`config.mk`:
```
export PLATFORM = sky130hd
export DESIGN_NAME = sram_test_driver
export DESIGN_NICKNAME = d
export VERILOG_FILES = /design/src/rtl/sram_test_driver.sv
export SDC_FILE = /design/constraint.sdc
export NUM_CORES = 1
export LEC_CHECK = 0
export ABC_AREA = 1
export BUFFER_PORTS_ARGS = -buffer_cell sky130_fd_sc_hd__buf_2
export CAP_MARGIN = 15
export CELL_PAD_IN_SITES_DETAIL_PLACEMENT = 1
export CELL_PAD_IN_SITES_GLOBAL_PLACEMENT = 1
export CORE_ASPECT_RATIO = 0.7
export CORE_MARGIN = 2
export CORE_UTILIZATION = 41
export CTS_BUF_LIST = sky130_fd_sc_hd__clkbuf_4 sky130_fd_sc_hd__clkbuf_8
export CTS_CLUSTER_SIZE = 25
export DETAILED_ROUTE_END_ITERATION = 8
export GPL_TIMING_DRIVEN = 0
export PLACE_DENSITY_LB_ADDON = 0.2
export REMOVE_ABC_BUFFERS = 1
export SYNTH_ARGS = -nofsm -noshare
export SYNTH_HDL_FRONTEND = slang
export SYNTH_SLANG_ARGS = --single-unit
```
`constraint.sdc`:
```
create_clock -name clk -period 2.7 [get_ports clk]
set_clock_uncertainty 0.15 [all_clocks]
set_input_delay 0.27 -clock clk [delete_from_list [all_inputs] [get_ports clk]]
set_output_delay 0.27 -clock clk [all_outputs]
set_load 0.02 [all_outputs]
```
`src/rtl/sram_test_driver.sv`:
```
// Write-then-read SRAM pattern tester: one request per address, read-back compare, error capture.
// Optional second inverted-pattern write/read pass when SRAM_TEST_INV_PASS_EN is defined.
module sram_test_driver #(
  parameter int ADDR_W     = 21,
  parameter int DATA_W     = 8,
  parameter int WR_WAIT    = 3,
  parameter int RD_TIMEOUT = 15
) (
  input  logic              clk,
  input  logic              reset,
  input  logic              start,
  input  logic              stop,
  input  logic              mode,
  input  logic [DATA_W-1:0] seed,
  input  logic [ADDR_W-1:0] addr_first,
  input  logic [ADDR_W-1:0] addr_last,
  output logic              mem_start,
  output logic              mem_rw,
  output logic [ADDR_W-1:0] mem_addr,
  output logic [DATA_W-1:0] mem_wdata,
  input  logic [DATA_W-1:0] mem_rdata,
  input  logic              mem_rd_ready,
  output logic              busy,
  output logic              done,
  output logic              pass,
  output logic              timeout,
  output logic [15:0]       err_count,
  output logic [ADDR_W-1:0] first_err_addr,
  output logic [DATA_W-1:0] first_err_exp,
  output logic [DATA_W-1:0] first_err_act
);

  typedef enum logic [2:0] {S_IDLE, S_W_REQ, S_W_WAIT, S_R_REQ, S_R_WAIT, S_R_CHK, S_DONE} state_t;

  state_t            state_q, state_d;
  logic [ADDR_W-1:0] addr_q, addr_d, first_q, first_d, last_q, last_d;
  logic [DATA_W-1:0] seed_q, seed_d, rdata_q, rdata_d;
  logic              mode_q, mode_d, inv_q, inv_d, rd_to_q, rd_to_d;
  logic [7:0]        cnt_q, cnt_d;
  logic [ADDR_W-1:0] mem_addr_q, mem_addr_d, fa_q, fa_d;
  logic [DATA_W-1:0] mem_wdata_q, mem_wdata_d, fe_q, fe_d, fact_q, fact_d;
  logic              busy_q, busy_d, done_q, done_d, pass_q, pass_d, timeout_q, timeout_d;
  logic [15:0]       err_q, err_d;
  logic [ADDR_W-1:0] nxt_addr;
  logic [DATA_W-1:0] exp_w;

  function automatic logic [DATA_W-1:0] pattern(input logic [ADDR_W-1:0] a, input logic md,
                                                input logic [DATA_W-1:0] sd, input logic iv);
    logic [DATA_W-1:0] p;
    p = md ? sd : (a[DATA_W-1:0] ^ sd);
    return iv ? ~p : p;
  endfunction

  always_ff @(posedge clk) begin
    if (reset) begin
      state_q <= S_IDLE;     addr_q <= '0;    first_q <= '0;   last_q <= '0;
      seed_q <= '0;          rdata_q <= '0;   mode_q <= 1'b0;  inv_q <= 1'b0;
      rd_to_q <= 1'b0;       cnt_q <= '0;     mem_addr_q <= '0; mem_wdata_q <= '0;
      busy_q <= 1'b0;        done_q <= 1'b0;  pass_q <= 1'b0;  timeout_q <= 1'b0;
      err_q <= '0;           fa_q <= '0;      fe_q <= '0;      fact_q <= '0;
    end else begin
      state_q <= state_d;    addr_q <= addr_d;   first_q <= first_d; last_q <= last_d;
      seed_q <= seed_d;      rdata_q <= rdata_d; mode_q <= mode_d;   inv_q <= inv_d;
      rd_to_q <= rd_to_d;    cnt_q <= cnt_d;     mem_addr_q <= mem_addr_d; mem_wdata_q <= mem_wdata_d;
      busy_q <= busy_d;      done_q <= done_d;   pass_q <= pass_d;   timeout_q <= timeout_d;
      err_q <= err_d;        fa_q <= fa_d;       fe_q <= fe_d;       fact_q <= fact_d;
    end
  end

  always_comb begin
    state_d = state_q;  addr_d = addr_q;   first_d = first_q;  last_d = last_q;
    seed_d = seed_q;    rdata_d = rdata_q; mode_d = mode_q;    inv_d = inv_q;
    rd_to_d = rd_to_q;  cnt_d = cnt_q;     mem_addr_d = mem_addr_q; mem_wdata_d = mem_wdata_q;
    busy_d = busy_q;    done_d = done_q;   pass_d = pass_q;    timeout_d = timeout_q;
    err_d = err_q;      fa_d = fa_q;       fe_d = fe_q;        fact_d = fact_q;
    nxt_addr = addr_q + 1'b1;
    exp_w = pattern(addr_q, mode_q, seed_q, inv_q);
    unique case (state_q)
      S_IDLE: if (start) begin
        seed_d = seed; mode_d = mode; first_d = addr_first; last_d = addr_last; inv_d = 1'b0;
        err_d = '0; fa_d = '0; fe_d = '0; fact_d = '0; timeout_d = 1'b0;
        busy_d = 1'b1; done_d = 1'b0; pass_d = 1'b0;
        if (addr_first > addr_last) begin
          state_d = S_DONE;
        end else begin
          addr_d = addr_first; mem_addr_d = addr_first;
          mem_wdata_d = pattern(addr_first, mode, seed, 1'b0);
          state_d = S_W_REQ;
        end
      end
      S_W_REQ: if (stop) state_d = S_DONE;
               else begin cnt_d = '0; state_d = S_W_WAIT; end
      S_W_WAIT: if (cnt_q == 8'(WR_WAIT - 1)) begin
        if (addr_q == last_q) begin
          addr_d = first_q; mem_addr_d = first_q; state_d = S_R_REQ;
        end else begin
          addr_d = nxt_addr; mem_addr_d = nxt_addr;
          mem_wdata_d = pattern(nxt_addr, mode_q, seed_q, inv_q);
          state_d = S_W_REQ;
        end
      end else cnt_d = cnt_q + 8'd1;
      S_R_REQ: if (stop) state_d = S_DONE;
               else begin cnt_d = '0; rd_to_d = 1'b0; state_d = S_R_WAIT; end
      S_R_WAIT: if (mem_rd_ready) begin
        rdata_d = mem_rdata; state_d = S_R_CHK;
      end else if (cnt_q == 8'(RD_TIMEOUT - 1)) begin
        rd_to_d = 1'b1; timeout_d = 1'b1; rdata_d = '0; state_d = S_R_CHK;
      end else cnt_d = cnt_q + 8'd1;
      S_R_CHK: begin
        // A timed-out read counts as one error; its data is not compared.
        if (rd_to_q || (rdata_q != exp_w)) begin
          if (err_q != 16'hFFFF) err_d = err_q + 16'd1;
          if (err_q == 16'd0) begin fa_d = addr_q; fe_d = exp_w; fact_d = rdata_q; end
        end
        if (addr_q == last_q) begin
`ifdef SRAM_TEST_INV_PASS_EN
          if (!inv_q) begin
            inv_d = 1'b1; addr_d = first_q; mem_addr_d = first_q;
            mem_wdata_d = pattern(first_q, mode_q, seed_q, 1'b1);
            state_d = S_W_REQ;
          end else state_d = S_DONE;
`else
          state_d = S_DONE;
`endif
        end else begin
          addr_d = nxt_addr; mem_addr_d = nxt_addr; state_d = S_R_REQ;
        end
      end
      S_DONE: begin
        busy_d = 1'b0; done_d = 1'b1;
        pass_d = (err_q == 16'd0) && !timeout_q;
        state_d = S_IDLE;
      end
      default: state_d = S_IDLE;
    endcase
  end

  always_comb begin
    mem_start = ((state_q == S_W_REQ) || (state_q == S_R_REQ)) && !stop;
    mem_rw    = (state_q == S_R_REQ);
  end

  assign mem_addr       = mem_addr_q;
  assign mem_wdata      = mem_wdata_q;
  assign busy           = busy_q;
  assign done           = done_q;
  assign pass           = pass_q;
  assign timeout        = timeout_q;
  assign err_count      = err_q;
  assign first_err_addr = fa_q;
  assign first_err_exp  = fe_q;
  assign first_err_act  = fact_q;

endmodule

```
Yosys cells after proc, flatten, opt, wreduce, memory -nomap -nowiden. Cells that the tools add are included.

Register bits: 157. Word-level logic and storage cells: 135. Input bits: 64. Output and inout port bits: 88.

Equality and inequality tests: 26. Reductions and logical operators: 28. Multiplexer cells: 56. Add/subtract/negate cells: 3. Bitwise gates (word level): 3. Order comparisons: 1.

Operators with widths (number): 21-bit 2-to-1 mux (8); 8-bit 2-to-1 mux (18); 21-bit case mux with 3 select lines (1); 16-bit 2-to-1 mux (3); 8-bit case mux with 2 select lines (3); 21-bit case mux with 2 select lines (1); 16-bit case mux with 2 select lines (1); 2-bit inequality test (second input constant) (14); 8-bit case mux with 3 select lines (1); 8-bit XOR (3); 21-bit by 1-bit adder with 21-bit output (second input constant) (1); 21-bit equality test (1); 21-bit greater-than comparator (1); 3-bit 2-to-1 mux (7); 3-bit case mux with 6 select lines (1); 16-bit by 1-bit adder with 16-bit output (second input constant) (1); 16-bit zero test (1); 16-bit inequality test (second input constant) (1); 4-bit AND reduction (4); 5-bit AND reduction (3); 2-bit nonzero test (6); 1-bit case mux with 2 select lines (5); 3-bit equality test (second input constant) (3); 8-bit by 1-bit adder with 8-bit output (second input constant) (1); 16 further kinds (28).

Depth between registers and ports, before layout. Gate-level depths: netlist of run 1.

Depth in word-level cells: 6. Gate-level depth with buffers: 17. Mapped depth without buffers: 16.

Worst setup path after synthesis of run 1. OpenSTA, ideal clock, no wires.

Path type: register -> register. Start: reg err_q[0] (netlist: err_count[0]). End: reg err_q[11] (netlist: err_count[11]). Path slack: 555 ps. Required time: 2480 ps. Arrival: 1925 ps. Buffers on the path: 1. Cell stages (with the launch flop): 11. Library setup time: 70 ps. Period minus slack after synthesis: 2145 ps. Path through: dfxtp_1 > ha_1 > nand3_1 > nor2_1 > inv_1 > nor2_1 > nand4_2 > nand3_2 > buf_4 > nand2_1 > a21oi_1.

Longest elaborated chain between the ends: 4. Elaborated cells on any way between the ends: 7. Classes of those cells: add/sub (1); eq/ne (2); mux (3); reduce/logical (1).

Ends and longest elaborated chain: start: declaration (line 43) `logic [15:0] err_q, err_d;`; start signal: assignment (line 60) `err_q <= '0; fa_q <= '0; fe_q <= '0; fact_q <= '0;`; start signal: assignment (line 66) `err_q <= err_d; fa_q <= fa_d; fe_q <= fe_d; fact_q <= fact_d;`; 16-bit by 1-bit adder with 16-bit output (line 112) `if (err_q != 16'hFFFF) err_d = err_q + 16'd1;`; 16-bit 2-to-1 mux (line 112); 16-bit 2-to-1 mux (line 111) `if (rd_to_q || (rdata_q != exp_w)) begin`; 16-bit case mux with 2 select lines (line 78) `unique case (state_q)`.

Several ways; a longest one is shown, not always the timed one. The select of a mux whose other input is x is not followed. A chain may end at the register's enable or synchronous reset.

==> results of run 1 <==
[layout make-up]
cell class / instances / area, sq um / share of cell area (%)
Clock buffer: 21 / 270 / 2.19
Clock inverter: 11 / 166 / 1.35
Inverter: 201 / 778 / 6.31
Multi-Input combinational cell: 1135 / 5790 / 46.9
Sequential cell: 157 / 3160 / 25.6
Tap cell: 318 / 398 / 3.22
Timing Repair Buffer: 246 / 1770 / 14.4
[report_power, final]
part / switching, mW / leakage (nW) / internal [mW]
logic: 5.11 / 4.24 / 2.51
registers: 0.908 / 1.29 / 3.02
clock network: 0.977 / 0.216 / 1.06
[kinds of logic (layout without fill, tap and decap cells)]
kind of cell	Yosys count	in the layout	share of synthesized area, %
xor+xnor	26	26	2.35
compound gates	193	194	11.0
buf+inv	283	479	11.7
simple gates	879	889	39.2
flops	157	157	32.5
fa+ha+maj	26	26	3.36
[Yosys cell counts, drive strengths merged]
cell type / instances
xor2: 22
buf: 32
a21oi: 104
nand2: 465
and3: 2
inv: 200
nor2: 191
o21ai: 56
or2: 3
dfxtp: 157
nand3: 132
nor3: 12
clkbuf: 50
xnor2: 4
nor4: 2
a21o: 1
nand4: 67
ha: 26
o211ai: 3
nand3b: 2
nor3b: 3
o21bai: 24
clkinv: 1
a32oi: 1
a211oi: 1
o31ai: 3
[per-layer routing]
layer  wire length (um)  vias up  track usage (%)
met2              17800      493             48.7
met5                  0        -                0
met4                762        0             8.36
met1              18700     5476             45.1
met3               3320       61             5.36
li1                   -     5385                -
[state kept, by name, indices dropped and copies added (netlist names)]
signal and cells:
first_err_addr 21, first_q 21, last_q 21, mem_addr 21, err_count 16, cnt_q 8
first_err_act 8, first_err_exp 8, mem_wdata 8, rdata_q 8, seed_q 8, state_q 3
busy 1, done 1, mode_q 1, pass 1, rd_to_q 1, timeout 1
[critical path, delay by kind of cell, from the launching register on]
kind                   cells  cell delay, ns
AO/OA/AOI/OAI              1            0.44
buffers and inverters      3            0.44
flip-flops                 1            0.50
AND/OR/NAND/NOR            9            1.00
[what timing repair did]
item | 4_1_cts | 5_1_grt
setup buffers | 18 | 14
pin swaps | 9 | 7
endpoints found under the setup margin | 145 | 85
endpoints found under the hold margin | 63 | 0
resized for setup | 29 | 40
hold buffers | 60 | 0
cloned | 6 | 5
[final timing paths]
path                           end  slack [ns]  cells past startpoint
hold / removal        mem_addr[15]        0.01                      5
setup reg to reg  first_err_exp[3]        0.04                     13
setup / recovery  first_err_exp[3]        0.04                     13
hold reg to reg               done        0.31                      2
==> results.yml, run 1 <==
outcome:
  outcome: "complete, but fails checks"
  failed_checks: "DRC"
sta:
  setup_total_negative_slack_ns: 0
  slew_headroom_pct: 41.9
  setup_viol_count_final: 0
  period_minus_ws_final_ns: 2.66
  drv_slew: 0
  hold_viol_final: 0
  finalCritPeriodShare_pct: 98.6
  slew_at_the_pin_closest_to_its_max_slew_limit_ns: 0.871
  fmax_ghz: 0.376
  final_worst_setup_slack_ns: 0.0370
  fin_worst_hold_slack_ns: 0.0130
cells_and_area:
  insertedDiodeCount: 0
  fillerInstances: 3174
  leading_cell_type_in_the_layout_fill_and_taps_excluded: "nand2_1"
  flow.area_growth_from_synthesis_pct: 27.4
  layout.cells.non_filler: 2089
  nNetsFinal: 1848
  stdcell_area_sq_um: 12300
  post_route_cells_drive_above_1_share_pct: 16.7
  layout.core_utilization_pct: 52.7
  final_cell_mix: "nand2_1, inv_1, nor2_1"
critical_path:
  worstSetupStartpoint: "mem_addr[4]"
  crit_top_cell: "nand2_1"
  path_max_fanout: 14
  critPathCaptureType: "register"
  worstReg2RegStart: "mem_addr[4]"
  critPathRequiredTime_ns: 2.92
  critical_path.max_stage_delay_ns: 0.50
  cp_slowest_cell: "dfxtp_2"
  critical_path.startpoint_type: "register"
  sequence_of_cells_on_the_critical_path: "inv_2 > o21ai_1 > nand3_1 > nand2_1 > nand3_1 > nor2_4 > nand3_4 > buf_4 > nand3_4 > buf_12 > nand2_1 > nand2_1 > nor2_1"
  cp_class: "reg2reg"
  crit_arrival_ns: 2.88
synthesis:
  netlist_top_cells_area: "dfxtp_1, nand2_1, inv_1"
  ys_types: 42
  yosys_top_cell_area_share_pct: 32.5
  synth.yosys.seq_area_share_pct: 32.5
  synth.yosys.warnings: 0
  ys_seq_elements: 157
  avgSynthCellArea_sq_um: 6.19
  post_synth_design_cell_area_sq_um: 9690
  postSynthCellCount: 1564
  synth_top_area_cell: "dfxtp_1"
grt:
  grt_start_max_net_pins: 88
  overflow: 0
  grt_pass1_wl_um: 61200
  via_count_of_the_first_global_routing_pass: 10985
  grt_antenna_before_repair: 0
  grt.total_usage_pct: 31.4
die:
  die_x_um: 188
  die_height_um: 133
  area_of_the_die_sq_um: 24900
  fp-row-count: 47
  coreArea_sq_um: 23400
  ioPinCount: 152
  start_util_pct: 41.4
hold_path:
  hold_start: "addr_first[15]"
  worst_min_delay_path_category: "in2reg"
routing:
  detail_route.drc_violations: 1
  via_count: 11415
  routed_wire_length_per_instance_um: 19.4
  finalWirelength_um: 40600
  viasPerCell: 5.46
  first_iter_violations: 1112
  detailedRoute.firstPassIterationCount: 7
  ant_nets: 0
power_and_ir_drop:
  p_leak_nw: 5.75
  totalPowerFinal_mw: 13.6
  power_per_cell_area_nw_per_um2: 1100
  vdd_ir_drop_max_mv: 0.651
place:
  place.detailed.instances: 1954
  number_of_port_buffers: 151
  hpwlAfterDp_um: 24800
  pre_cts_slack_ns: -2.20
  routabilityCongestion: 0.902
  placed_area_sq_um: 10500
clocking:
  cts-htree-levels: 4
  clkSlewWorstSetupHoldPaths_ns: 0.10
  clk_latency_ns: 0.50
  cts_root_buf: "clkbuf_8"
  cts_tree: "built"
  cts_buffer_depth: 2
  numClockSinks: 157
  tritoncts.num_buffers: 17
job:
  max_cap_violations: 0
(Power assumes the default switching activity.)
==> run 2, diff against run 1 <==
--- a/config.mk
+++ b/config.mk
@@ -10,7 +10,6 @@
 export CAP_MARGIN = 15
 export CELL_PAD_IN_SITES_DETAIL_PLACEMENT = 1
 export CELL_PAD_IN_SITES_GLOBAL_PLACEMENT = 1
-export CORE_ASPECT_RATIO = 0.7
 export CORE_MARGIN = 2
 export CORE_UTILIZATION = 41
 export CTS_BUF_LIST = sky130_fd_sc_hd__clkbuf_4 sky130_fd_sc_hd__clkbuf_8
==> run 2 against run 1 <==
Largest cell class unchanged. The flow now finishes without violations. Global-route usage shrank 0.98 points. Largest power group unchanged. Non-clock buffer count shrank 18. Die area is essentially flat. Maximum frequency grew 1.6%.
==> results.yml, run 2 (synthesis gave the netlist of run 1 again) <==
outcome:
  outcome: "completed"
die:
  coreArea_sq_um: 23300
  ioPinCount: 152
  area_of_the_die_sq_um: 24900
  die_height_um: 158
  start_util_pct: 41.5
  fp-row-count: 56
  die_x_um: 158
critical_path:
  cell_count_of_the_worst_reg_to_reg_path: 12
  worst-path-buf-inv: 3
  crit_top_cell: "nand2_1"
  critPathCaptureType: "register"
  critical_path.max_stage_delay_ns: 0.50
  cpLargestDelayFamily: "simple AND/OR/NAND/NOR gates"
  critical_path.startpoint_type: "register"
  cp_class: "reg2reg"
  setup.reg_to_reg.worst_slack_ns: 0.08
  worstReg2RegStart: "mem_addr[7]"
  sequence_of_cells_on_the_critical_path: "inv_1 > o21ai_1 > nand2_1 > inv_1 > o21ai_1 > nor2_1 > nand3_4 > buf_12 > nand3_4 > nand2_1 > nand2_1 > nor2_1"
  critical_path.reg2reg.endpoint: "first_err_exp[1]"
  cp_slowest_cell: "dfxtp_2"
  path_max_fanout: 37
  crit_arrival_ns: 2.82
  critPathRequiredTime_ns: 2.90
grt:
  grt.total_usage_pct: 30.5
  overflow: 0
  grt_start_max_net_pins: 51
  grt_antenna_before_repair: 0
  grt_pass1_wl_um: 59200
  via_count_of_the_first_global_routing_pass: 11075
clocking:
  clk_latency_ns: 0.47
  cts_root_buf: "clkbuf_8"
  tritoncts.num_buffers: 17
  cts_buffer_depth: 2
  cts-htree-levels: 4
  numClockSinks: 157
  clkSlewWorstSetupHoldPaths_ns: 0.09
  cts_tree: "built"
power_and_ir_drop:
  net-switching-power_mw: 6.63
  pwr-share-comb_pct: 54.7
  clock_power_share_pct: 15.5
  vdd_ir_drop_max_mv: 0.435
  power.internal_mw: 6.20
  p_leak_nw: 5.61
  power.switching_fraction_pct: 51.7
  power_per_cell_area_nw_per_um2: 1070
  power_frac_seq_pct: 29.9
routing:
  routed_wire_length_per_instance_um: 18.5
  first_iter_violations: 776
  detailedRoute.firstPassIterationCount: 5
  viasPerCell: 5.40
  detail_route.drc_violations: 0
  via_count: 11188
  finalWirelength_um: 38300
  ant_nets: 0
sta:
  setup_total_negative_slack_ns: 0
  fmax_ghz: 0.382
  drv_slew: 0
  period_minus_ws_final_ns: 2.62
  slew_headroom_pct: 42.4
  finalCritPeriodShare_pct: 97.1
  setup_viol_count_final: 0
  slew_at_the_pin_closest_to_its_max_slew_limit_ns: 0.863
  hold_viol_final: 0
hold_path:
  worst_hold_endpoint: "last_q[4]"
  worst_min_delay_path_category: "in2reg"
  holdPathStages: 3
  hold_start: "addr_last[4]"
cells_and_area:
  leading_cell_type_in_the_layout_fill_and_taps_excluded: "nand2_1"
  final_cell_mix: "nand2_1, inv_1, nor2_1"
  post_route_cells_drive_above_1_share_pct: 15.9
  layout.core_utilization_pct: 51.2
  stdcell_area_sq_um: 12000
  fillerInstances: 3220
  flow.area_growth_from_synthesis_pct: 23.5
  layout.cells.non_filler: 2070
  nNetsFinal: 1828
place:
  number_of_port_buffers: 151
  placed_area_sq_um: 10600
  place.detailed.instances: 1956
  hpwlAfterDp_um: 23800
  routabilityCongestion: 0.875
job:
  max_cap_violations: 0
[run 2: cell type report]
| cell class | instances | area [sq um] | area share, % |
|---|---|---|---|
| Inverter | 201 | 771 | 6.45 |
| Clock inverter | 9 | 135 | 1.13 |
| Tap cell | 319 | 399 | 3.34 |
| Multi-Input combinational cell | 1133 | 5670 | 47.4 |
| Timing Repair Buffer | 228 | 1520 | 12.7 |
| Sequential cell | 157 | 3160 | 26.5 |
| Antenna cell | 1 | 2.50 | 0.0209 |
| Clock buffer | 22 | 297 | 2.48 |
[run 2: worst max-delay path by stage]
stage	slack (ns)	cells past startpoint	startpoint	end
2_1_floorplan	-1.47	8	state_q[2]	first_err_addr[0]
3_3_place_gp	-4.19	8	state_q[2]	first_err_addr[0]
3_5_place_dp	-2.35	8	state_q[2]	first_err_addr[0]
4_1_cts	0.001	13	mode_q	first_err_exp[2]
5_1_grt	-0.04	11	state_q[2]	err_count[6]
6_report	0.08	12	mem_addr[7]	first_err_exp[1]
[run 2: timing repair]
item,4_1_cts,5_1_grt
setup endpoints to repair,123,85
hold buffers,53,0
pin swaps,8,5
endpoints found under the hold margin,53,0
buffers inserted,7,13
cloned,6,3
resized for setup,32,18
[run 2: stage by stage]
step	power, mW	hold slack (ns)	setup WS [ns]
after CTS	12.5	0.00000194	0.00130
final	12.8	0.0189	0.0795
after detailed placement	9.92	0.299	-2.35
after global placement	9.70	0.293	-4.19
after global routing	13.7	0.0140	-0.0447
after floorplan	7.74	0.189	-1.47
[run 2: power by group through the flow]
stage | registers (mW) | clock network, mW | logic [mW]
global route | 3.92 | 2.10 | 7.70
detailed placement | 3.81 | 0 | 6.11
floorplan | 4.07 | 0 | 3.67
finish | 3.83 | 1.99 | 7.01
CTS | 3.79 | 2.01 | 6.69
global placement | 3.79 | 0 | 5.90
[run 2: worst register-to-register path: stages, from the launching register on]
cell     delay (ns)
dfxtp_2        0.50
inv_1          0.11
o21ai_1        0.27
nand2_1        0.09
inv_1          0.09
o21ai_1        0.07
nor2_1         0.33
nand3_4        0.15
buf_12         0.21
nand3_4        0.26
nand2_1        0.14
nand2_1        0.09
nor2_1         0.05
[run 2: per-layer routing]
layer / wire, um / share of wire (%) / global-route usage, %
met4: 897 / 2.3 / 10.1
met2: 18500 / 48 / 52.4
met5: 0 / 0 / 0
met3: 2000 / 5.2 / 3.61
met1: 16900 / 44 / 39.5
==> run 3, diff against run 2 <==
--- a/config.mk
+++ b/config.mk
@@ -5,13 +5,13 @@
 export SDC_FILE = /design/constraint.sdc
 export NUM_CORES = 1
 export LEC_CHECK = 0
-export ABC_AREA = 1
+export ABC_AREA = 0
 export BUFFER_PORTS_ARGS = -buffer_cell sky130_fd_sc_hd__buf_2
 export CAP_MARGIN = 15
 export CELL_PAD_IN_SITES_DETAIL_PLACEMENT = 1
 export CELL_PAD_IN_SITES_GLOBAL_PLACEMENT = 1
 export CORE_MARGIN = 2
-export CORE_UTILIZATION = 41
+export CORE_UTILIZATION = 42
 export CTS_BUF_LIST = sky130_fd_sc_hd__clkbuf_4 sky130_fd_sc_hd__clkbuf_8
 export CTS_CLUSTER_SIZE = 25
 export DETAILED_ROUTE_END_ITERATION = 8
==> run 3 against run 2 <==
The flow now finishes with violations (setup timing). Critical path type unchanged. Clock power down 4%. Largest power group unchanged. Clock-buffer cell count stayed put. Critical endpoint is now mem_addr[20]. Sequential power down 17%. Worst hold slack improved by 0.061 ns.
==> results.yml, run 3 <==
outcome:
  failed_checks: "setup timing"
  outcome: "complete, but fails checks"
cells_and_area:
  final-seq-area_sq_um: 3190
  nNetsFinal: 1339
  post_route_cells_drive_above_1_share_pct: 22.2
  multiInputGateArea_sq_um: 5060
  fillerInstances: 2385
  leading_cell_type_in_the_layout_fill_and_taps_excluded: "nand2_1"
  insertedDiodeCount: 0
  flow.area_growth_from_synthesis_pct: 29.6
  final_cell_mix: "nand2_1, buf_2, dfxtp_1"
routing:
  via_count: 8779
  routed_wire_length_per_instance_um: 20.8
  ant_nets: 0
  first_iter_violations: 695
  detail_route.drc_violations: 0
  detailedRoute.firstPassIterationCount: 7
  finalWirelength_um: 31800
  viasPerCell: 5.75
power_and_ir_drop:
  power.switching_fraction_pct: 42.1
  pwr-share-comb_pct: 41.7
  power_frac_seq_pct: 36.3
  net-switching-power_mw: 3.66
  vdd_ir_drop_max_mv: 0.413
  power.internal_mw: 5.04
  power_per_cell_area_nw_per_um2: 804
  totalPowerFinal_mw: 8.70
  p_leak_nw: 4.36
  clock_power_share_pct: 22.0
sta:
  finalCritPeriodShare_pct: 101
  period_minus_ws_final_ns: 2.72
  hold_viol_final: 0
  setup_viol_count_final: 1
  drv_slew: 0
  slew_at_the_pin_closest_to_its_max_slew_limit_ns: 0.868
  fmax_ghz: 0.367
  final_worst_setup_slack_ns: -0.0234
  slew_headroom_pct: 42.1
  setup_total_negative_slack_ns: -0.0234
synthesis:
  yosys_top_cell_area_share_pct: 37.6
  ys_seq_elements: 157
  netlist_top_cells_area: "dfxtp_1, nand2_1, a21oi_1"
  asyncSetResetFlopFracSynth_pct: 0
  synth_top_area_cell: "dfxtp_1"
  ys_dominant_reg_cell: "dfxtp_1"
  ys_types: 64
  avgSynthCellArea_sq_um: 7.83
  post_synth_design_cell_area_sq_um: 8350
  post_synth_edffs: 0
  postSynthCellCount: 1066
  synth.yosys.seq_area_share_pct: 37.6
  yosysMostFrequentCell: "nand2_1"
  post_synth_most_frequent_cells: "nand2_1, dfxtp_1, a21oi_1"
  synth.yosys.warnings: 0
critical_path:
  critical_path.reg2reg.endpoint: "mem_addr[20]"
  path_max_fanout: 10
  cpLargestDelayFamily: "simple AND/OR/NAND/NOR gates"
  critPathRequiredTime_ns: 2.91
  worstSetupStartpoint: "mem_addr[8]"
  cell_count_of_the_worst_reg_to_reg_path: 7
  cp_num_cells: 7
  cp_slowest_cell: "dfxtp_1"
  critical_path.max_stage_delay_ns: 0.64
  setup.reg_to_reg.worst_slack_ns: -0.02
  critical_path.startpoint_type: "register"
  crit_top_cell: "and2_1"
  worst-path-buf-inv: 0
  crit_path_end: "mem_addr[20]"
  sequence_of_cells_on_the_critical_path: "xor2_1 > nor2_2 > and2_1 > and2_1 > o21ai_4 > o221a_2 > a31o_2"
  cp_class: "reg2reg"
  critPathCaptureType: "register"
  crit_arrival_ns: 2.94
  worstReg2RegStart: "mem_addr[8]"
clocking:
  cts_tree: "built"
  clkSlewWorstSetupHoldPaths_ns: 0.09
  numClockSinks: 157
  clk_latency_ns: 0.47
  tritoncts.num_buffers: 17
  cts-htree-levels: 4
  cts_buffer_depth: 2
  cts_root_buf: "clkbuf_8"
grt:
  overflow: 0
  grt_pass1_wl_um: 49200
  via_count_of_the_first_global_routing_pass: 8904
  grt_antenna_before_repair: 0
  grt.total_usage_pct: 29.1
  grt_start_max_net_pins: 86
die:
  start_util_pct: 42.9
  ioPinCount: 152
  die_height_um: 145
  area_of_the_die_sq_um: 21000
  fp-row-count: 51
  coreArea_sq_um: 19500
  die_x_um: 145
place:
  number_of_port_buffers: 151
  pre_cts_slack_ns: -1.25
  hpwlAfterDp_um: 19700
  routabilityCongestion: 0.834
hold_path:
  worst_min_delay_path_category: "in2reg"
job:
  max_cap_violations: 0
==> run 3: cell types whose count changed after synthesis, moves of 42 or more <==
| cell | before | now |
|---|---|---|
| nor2_1 | 183 | 74 |
| nand4_1 | 65 | 23 |
| nand3_1 | 126 | 57 |
| inv_1 | 189 | 33 |
| xnor2_1 | 4 | 48 |
| nand2_1 | 462 | 193 |
==> run 3: worst min path at each step <==
| stage | start | end | slack [ns] | cells after the start |
|---|---|---|---|---|
| floorplan | reset | done | 0.19 | 1 |
| global placement | first_q[6] | first_q[6] | 0.29 | 2 |
| CTS | addr_first[1] | mem_addr[1] | 0.06 | 3 |
| global route | addr_first[0] | mem_addr[0] | 0.07 | 3 |
| detailed placement | first_q[5] | first_q[5] | 0.30 | 2 |
| finish | addr_first[13] | mem_addr[13] | 0.08 | 3 |
==> run 3: power by group through the flow <==
stage / Combinational [mW] / Sequential, mW / Clock [mW]
6_report: 3.63 / 3.16 / 1.91
5_1_grt: 3.88 / 3.20 / 2.03
4_1_cts: 3.36 / 3.11 / 1.94
3_5_place_dp: 2.93 / 3.14 / 0
3_3_place_gp: 2.70 / 3.10 / 0
2_1_floorplan: 1.80 / 3.10 / 0
==> run 3: cell type report <==
cell class              count  share of cell area [%]
clock buffers              22                    2.62
multi-input cells         801                    46.8
clock inverters             9                    1.26
inverters                  34                    1.20
repair buffers            238                    15.6
flip-flops and latches    157                    29.5
well taps                 265                    3.06
==> run 3: what timing repair did <==
action,CTS,global route
gates resized for setup,45,34
setup endpoints to repair,89,60
buffers inserted,14,5
hold endpoints to repair,62,0
cloned,2,1
pin swaps,9,6
hold buffers,61,0
==> run 3: tightest hold or removal path: cells and delay by family <==
kind | cells | cell delay, ns
AO/OA/AOI/OAI | 2 | 0.28
buffers and inverters | 1 | 0.10
==> run 3: logic make-up after synthesis <==
group                      after synthesis  share of synthesized area, %
AOI/OAI and AO/OA                      245                          18.4
xor gates and xnor gates                71                          8.77
adders and majority gates               26                          3.90
buffers and inverters                  111                          5.33
DFF                                    157                          37.6
muxes                                    9                          1.08
and+or+nand+nor                        447                          24.8
==> run 3: routing by layer <==
metal  track usage [%]  part of all wire, %
met2              48.1                   48
met5                 0                    0
met4              6.73                  1.4
met1              39.9                   44
met3              4.84                  6.3
==> run 3: metrics by stage <==
| stage | hold WS (ns) | util, % | std cells | area (sq um) |
|---|---|---|---|---|
| after floorplan | 0.189 | - | 989 | 8030 |
| after global routing | 0.0710 | 55.6 | 1526 | 10800 |
| after detailed placement | 0.298 | 47.8 | 1412 | 9300 |
| final | 0.0800 | 55.6 | 1526 | 10800 |
| after global placement | 0.289 | 46.9 | 1405 | 9120 |
| after CTS | 0.0589 | 54.8 | 1520 | 10700 |
